### src/rtl/fifo_out_ctrl_if.sv
// Handshake and status bundle between the factorial top-level and the output FIFO controller.
// The controller sits on the slave side; the top-level drives requests through master.
interface fifo_out_ctrl_if #(
    parameter int unsigned ADDR_W = 5,
    parameter int unsigned CNT_W  = 6
) ();
    logic              wr_en;
    logic              rd_en;
    logic              reg_we;
    logic [ADDR_W-1:0] wr_addr;
    logic [ADDR_W-1:0] rd_addr;
    logic              wr_ack;
    logic              wr_err;
    logic              rd_ack;
    logic              rd_err;
    logic              full;
    logic              empty;
    logic [CNT_W-1:0]  data_count;
    logic [2:0]        state;

    modport master (
        output wr_en, rd_en,
        input  reg_we, wr_addr, rd_addr, wr_ack, wr_err, rd_ack, rd_err,
        input  full, empty, data_count, state
    );

    modport slave (
        input  wr_en, rd_en,
        output reg_we, wr_addr, rd_addr, wr_ack, wr_err, rd_ack, rd_err,
        output full, empty, data_count, state
    );
endinterface

### src/rtl/fifo_out_ctrl.sv
// Sequencing controller for the 32-entry output FIFO: pointers, occupancy, register-file
// write strobe/address, registered read-mux select, handshake acks/errors and a debug FSM.
module fifo_out_ctrl #(
    parameter int unsigned ADDR_W = 5,
    parameter int unsigned DEPTH  = 32,
    parameter int unsigned CNT_W  = 6
) (
    input  logic           clk,
    input  logic           reset,
    fifo_out_ctrl_if.slave bus
);

    typedef enum logic [2:0] {
        StInit    = 3'b000,
        StNoOp    = 3'b001,
        StWrite   = 3'b010,
        StWrError = 3'b011,
        StRead    = 3'b100,
        StRdError = 3'b101,
        StRw      = 3'b110,
        StUnused  = 3'b111
    } state_e;

    state_e            state_q, state_d;
    logic [ADDR_W-1:0] head_q, head_d;
    logic [ADDR_W-1:0] tail_q, tail_d;
    logic [ADDR_W-1:0] rd_addr_q, rd_addr_d;
    logic [CNT_W-1:0]  count_q, count_d;
    logic              full_q, full_d;
    logic              empty_q, empty_d;
    logic              wr_ack_q, wr_ack_d;
    logic              wr_err_q, wr_err_d;
    logic              rd_ack_q, rd_ack_d;
    logic              rd_err_q, rd_err_d;

    logic accept_en;
    logic push_ok;
    logic pop_ok;
    logic wr_rej;
    logic rd_rej;

    // Requests in a reset cycle or in the illegal state are discarded, so the register file
    // never sees a write strobe that the pointers do not account for.
    assign accept_en = ~reset & (state_q != StUnused);
    assign push_ok   = accept_en & bus.wr_en & ~full_q;
    assign pop_ok    = accept_en & bus.rd_en & ~empty_q;
    assign wr_rej    = accept_en & bus.wr_en & full_q;
    assign rd_rej    = accept_en & bus.rd_en & empty_q;

    always_comb begin
        head_d    = head_q;
        tail_d    = tail_q;
        rd_addr_d = rd_addr_q;
        count_d   = count_q;

        if (push_ok) begin
            tail_d = tail_q + ADDR_W'(1);
        end
        if (pop_ok) begin
            rd_addr_d = head_q;
            head_d    = head_q + ADDR_W'(1);
        end

        unique case ({push_ok, pop_ok})
            2'b10:   count_d = count_q + CNT_W'(1);
            2'b01:   count_d = count_q - CNT_W'(1);
            default: count_d = count_q;
        endcase

        full_d   = (count_d == CNT_W'(DEPTH));
        empty_d  = (count_d == '0);
        wr_ack_d = push_ok;
        wr_err_d = wr_rej;
        rd_ack_d = pop_ok;
        rd_err_d = rd_rej;
    end

    // Mixed requests are classified by the side that was rejected, so a debug trace shows
    // the error even when the other half of the request went through.
    always_comb begin
        state_d = StNoOp;
        if (state_q == StUnused) begin
            state_d = StInit;
        end else if (push_ok && pop_ok) begin
            state_d = StRw;
        end else if (push_ok && rd_rej) begin
            state_d = StRdError;
        end else if (pop_ok && wr_rej) begin
            state_d = StWrError;
        end else if (push_ok) begin
            state_d = StWrite;
        end else if (pop_ok) begin
            state_d = StRead;
        end else if (wr_rej) begin
            state_d = StWrError;
        end else if (rd_rej) begin
            state_d = StRdError;
        end else begin
            state_d = StNoOp;
        end
    end

    always_ff @(posedge clk) begin
        if (reset || (state_q == StUnused)) begin
            state_q   <= StInit;
            head_q    <= '0;
            tail_q    <= '0;
            rd_addr_q <= '0;
            count_q   <= '0;
            full_q    <= 1'b0;
            empty_q   <= 1'b1;
            wr_ack_q  <= 1'b0;
            wr_err_q  <= 1'b0;
            rd_ack_q  <= 1'b0;
            rd_err_q  <= 1'b0;
        end else begin
            state_q   <= state_d;
            head_q    <= head_d;
            tail_q    <= tail_d;
            rd_addr_q <= rd_addr_d;
            count_q   <= count_d;
            full_q    <= full_d;
            empty_q   <= empty_d;
            wr_ack_q  <= wr_ack_d;
            wr_err_q  <= wr_err_d;
            rd_ack_q  <= rd_ack_d;
            rd_err_q  <= rd_err_d;
        end
    end

    assign bus.reg_we     = push_ok;
    assign bus.wr_addr    = tail_q;
    assign bus.rd_addr    = rd_addr_q;
    assign bus.wr_ack     = wr_ack_q;
    assign bus.wr_err     = wr_err_q;
    assign bus.rd_ack     = rd_ack_q;
    assign bus.rd_err     = rd_err_q;
    assign bus.full       = full_q;
    assign bus.empty      = empty_q;
    assign bus.data_count = count_q;
    assign bus.state      = state_q;

endmodule
### src/flat_wrapper.sv
// flat-port wrapper written by rule: the top's interface ports become plain ports
module fifo_out_ctrl_flat 
#(
    parameter int unsigned ADDR_W = 5,
    parameter int unsigned DEPTH  = 32,
    parameter int unsigned CNT_W  = 6
)
  (clk, reset, bus_wr_en, bus_rd_en, bus_reg_we, bus_wr_addr, bus_rd_addr, bus_wr_ack, bus_wr_err, bus_rd_ack, bus_rd_err, bus_full, bus_empty, bus_data_count, bus_state);
  fifo_out_ctrl_if #(.ADDR_W(ADDR_W), .CNT_W(CNT_W)) bus_i ();
  input  logic clk;
  input  logic reset;
  input wire logic [$bits(bus_i.wr_en)-1:0] bus_wr_en;
  input wire logic [$bits(bus_i.rd_en)-1:0] bus_rd_en;
  output wire logic [$bits(bus_i.reg_we)-1:0] bus_reg_we;
  output wire logic [$bits(bus_i.wr_addr)-1:0] bus_wr_addr;
  output wire logic [$bits(bus_i.rd_addr)-1:0] bus_rd_addr;
  output wire logic [$bits(bus_i.wr_ack)-1:0] bus_wr_ack;
  output wire logic [$bits(bus_i.wr_err)-1:0] bus_wr_err;
  output wire logic [$bits(bus_i.rd_ack)-1:0] bus_rd_ack;
  output wire logic [$bits(bus_i.rd_err)-1:0] bus_rd_err;
  output wire logic [$bits(bus_i.full)-1:0] bus_full;
  output wire logic [$bits(bus_i.empty)-1:0] bus_empty;
  output wire logic [$bits(bus_i.data_count)-1:0] bus_data_count;
  output wire logic [$bits(bus_i.state)-1:0] bus_state;
  assign bus_i.wr_en = bus_wr_en;
  assign bus_i.rd_en = bus_rd_en;
  assign bus_reg_we = bus_i.reg_we;
  assign bus_wr_addr = bus_i.wr_addr;
  assign bus_rd_addr = bus_i.rd_addr;
  assign bus_wr_ack = bus_i.wr_ack;
  assign bus_wr_err = bus_i.wr_err;
  assign bus_rd_ack = bus_i.rd_ack;
  assign bus_rd_err = bus_i.rd_err;
  assign bus_full = bus_i.full;
  assign bus_empty = bus_i.empty;
  assign bus_data_count = bus_i.data_count;
  assign bus_state = bus_i.state;
  fifo_out_ctrl #(.ADDR_W(ADDR_W), .DEPTH(DEPTH), .CNT_W(CNT_W)) u_core (.clk(clk), .reset(reset), .bus(bus_i));
endmodule
### config.mk
export PLATFORM = sky130hd
export DESIGN_NAME = fifo_out_ctrl_flat
export DESIGN_NICKNAME = d
export VERILOG_FILES = /design/src/rtl/fifo_out_ctrl_if.sv /design/src/rtl/fifo_out_ctrl.sv /design/src/flat_wrapper.sv
export SDC_FILE = /design/constraint.sdc
export NUM_CORES = 1
export LEC_CHECK = 0
export CAP_MARGIN = 10
export CORE_MARGIN = 10
export CORE_UTILIZATION = 45
export DETAILED_ROUTE_END_ITERATION = 8
export HOLD_SLACK_MARGIN = 0.12
export PLACE_DENSITY = 0.83
export SETUP_SLACK_MARGIN = 0.1
export SYNTH_ARGS = -nofsm -noshare
export SYNTH_HDL_FRONTEND = slang
export SYNTH_SLANG_ARGS = --single-unit
export TNS_END_PERCENT = 10
### constraint.sdc
create_clock -name clk -period 5.9 [get_ports clk]
set_clock_uncertainty 0.1 [all_clocks]
set_input_delay 1.18 -clock clk [delete_from_list [all_inputs] [get_ports clk]]
set_output_delay 1.18 -clock clk [all_outputs]
set_load 0.005 [all_outputs]
==> run metrics <==
outcome finished, final reports clean; WP data arrival 4.52 ns; RSZ-0062 raised after global routing false; min Tclk post-route 4.36 ns; Critical Path RT 6.06 ns; DR WL/cell 14.6 microns; Min-Delay Path Depth 2; register area share after synthesis 0.433; leak pwr 0.702 nW; Post-CTS Setup Bufs 0; post-cts hold buffer count 0; CTS tree built; pin count of the biggest net entering global routing 23; Congestion Overflow GR 0; DP Worst Slack 1.24 ns; Mapped Avg Cell Area 9.06 sq um; relative slew slack 0.634; Core Area 3000 sq um; Pre-Repair DR Iteration Count 4; Max VDD drop 0.0000963 V; initial core utilization 0.462; first-iteration detailed-routing DRC count 78; top cells by count, synth dfxtp_1, nor2_1, nand2_1; first-pass GRT wire length 5310 microns; hold endpoint u_core.bus.rd_addr[2]; total of max-cap violations 0; end-of-flow core utilization 0.581; Clk Latency, worst-skew pair 0.32 ns; vias in the first global route 1132; Worst Hold Class reg -> reg; DRC 0; met3 GRT Util 0.0560; Top FF cell, synth dfxtp_1; YS warnings 0; async set-or-reset flop fraction in the synthesized netlist 0; Setup WS post-layout 1.54 ns; crit-path max FO 18; Crit. End Element register; H-tree levels 2; Vias 1134; FF-to-FF setup slack 2.46 ns; DP HPWL 2300 microns; f_max 0.229 GHz; CTS sink count 30; Area Growth Syn to Fin 25.8%; Pwr Total 0.000457 W; Diodes inserted 0; worst slew pin tran 0.549 ns; Yosys top cell area share 0.433; Die H 75.5 microns; share of layout cells above drive strength 1 0.0722; Num CTS Buffers 5; IO Pins 30; All-Layer GR Usage 0.122; Die W 75.5 microns; Placed Area 1660 sq um; final setup violating endpoints 0; Max clock buf depth 2; cell area power density 262 nW/um^2; worst reg-to-reg path cell count 10; CTS root buffer clkbuf_4; most used routing layer in global routing met2; Final Cell Area 1740 sq um; crit start category primary input; site row count 20; fill count 269; reg-to-reg endpoint u_core.bus.full; top post-synthesis cells by area dfxtp_1, xor2_1, ha_1; Post-synth EDFFs 0; clock transition at the registers of the reported paths 0.09 ns; Mapped Area 1390 sq um; total wire length 3120 microns; Synth Register Bits 30; Sequential cell area 601 sq um; Fin Setup TNS 0 ns; antenna violations before repair 0; GR Layer Usage met2 0.192; remaining antenna violation count 0; top-count cell post-synth dfxtp_1; syn nets 163; number of port buffers 29; footprint of the multi-input gates 719 sq um; GP Congestion 0.880; CP startpoint reset; NumNets Final 190; post-synthesis cell type count 35; Final Max Tran Viols 0; Die ar. 5700 sq um; period utilization 0.739; cell count after synthesis 153; CP Class in -> reg; worst r2r src u_core.bus.state[1]; top cell type by total area after synthesis dfxtp_1; Post-CTS Resized 0; GR Util met1 0.137; HP Start u_core.bus.rd_addr[2]; Avg Vias per Cell 5.32; Hold Vio Cnt, Final 0
==> logic make-up (layout without fill, tap and decap cells) <==
| family | after synthesis | after routing | synth area share |
|---|---|---|---|
| flip-flops | 30 | 30 | 0.433 |
| adder cells (fa/ha/maj) | 6 | 6 | 0.0542 |
| AO/OA/AOI/OAI | 25 | 25 | 0.123 |
| AND/OR/NAND/NOR | 64 | 64 | 0.238 |
| XOR/XNOR | 13 | 13 | 0.0821 |
| buffers and inverters | 12 | 39 | 0.0478 |
| multiplexers | 3 | 3 | 0.0217 |
==> area by class of cell <==
type,count,area share
clock buffers,6,0.0294
clock inverters,1,0.0172
inverters,3,0.00646
multi-input cells,111,0.412
flip-flops and latches,30,0.344
well taps,33,0.0237
repair buffers,29,0.166
==> sequential cells by signal (all words and copies together) (netlist names) <==
name,flops
u_core.bus.data_count,6
u_core.bus.rd_addr,5
u_core.bus.wr_addr,5
u_core.head_q,5
u_core.bus.state,3
u_core.bus.empty,1
u_core.bus.full,1
u_core.bus.rd_ack,1
u_core.bus.rd_err,1
u_core.bus.wr_ack,1
u_core.bus.wr_err,1
==> where the power goes <==
part | switching, W | leakage [nW] | total [W] | internal, W
Combinational | 0.0000317 | 0.413 | 0.0000695 | 0.0000378
Clock | 0.0000643 | 0.0443 | 0.000163 | 0.0000986
Sequential | 0.0000123 | 0.244 | 0.000225 | 0.000212
==> stage by stage <==
stage / instances / hold slack [ns]
3_5_place_dp: 206 / 0.360
6_report: 213 / 0.366
4_1_cts: 213 / 0.369
3_3_place_gp: 206 / 0.363
2_1_floorplan: 153 / 0.345
5_1_grt: 213 / 0.396
==> how the worst max path moves through the flow <==
stage / slack (ns) / cells past startpoint / endpoint
finish: 1.54 / 11 / u_core.bus.full
global route: 1.23 / 11 / u_core.bus.full
CTS: 1.58 / 11 / u_core.bus.full
detailed placement: 1.24 / 11 / u_core.bus.full
global placement: 1.41 / 11 / u_core.bus.full
floorplan: 2.15 / 13 / u_core.bus.full
==> layer usage <==
layer  share of wire  vias up
met5               0        -
met1            0.43      512
met3           0.092       10
met4           0.033        0
met2            0.44       33
li1                -      579
==> worst max-delay path, stage by stage <==
cell             delay [ns]
clkdlybuf4s50_1        0.44
a31oi_2                0.41
and3_1                 0.58
ha_1                   0.46
xor2_1                 0.12
ha_1                   0.23
a211o_1                0.32
a31o_1                 0.23
o211ai_2               0.16
o211a_1                0.20
and4b_1                0.19
==> placed cells by master, fill, tap and decap left out, drive strengths merged <==
| cell type | Yosys | final |
|---|---|---|
| nand2 | 18 | 18 |
| dfxtp | 30 | 30 |
| ha | 6 | 6 |
| nand3 | 1 | 1 |
| nand4 | 6 | 6 |
| o21ai | 10 | 10 |
| a31o | 3 | 3 |
| o31ai | 1 | 1 |
| xnor2 | 4 | 4 |
| inv | 3 | 3 |
| xor2 | 9 | 9 |
| clkdlybuf4s50 | 0 | 29 |
| nor2 | 20 | 20 |
| nand2b | 1 | 1 |
| a31oi | 2 | 2 |
| nor4 | 1 | 1 |
| and2b | 1 | 1 |
| nor3b | 4 | 4 |
| nor2b | 3 | 3 |
| mux2i | 3 | 3 |
| and4b | 1 | 1 |
| a21oi | 4 | 4 |
| nor3 | 1 | 1 |
| o211ai | 2 | 2 |
| bufinv | 0 | 1 |
| clkbuf | 2 | 6 |
| and3 | 5 | 5 |
| a211o | 2 | 2 |
| nand4b | 1 | 1 |
| o211a | 1 | 1 |
| and3b | 1 | 1 |
Note: power is estimated with default switching activity, not from simulation.
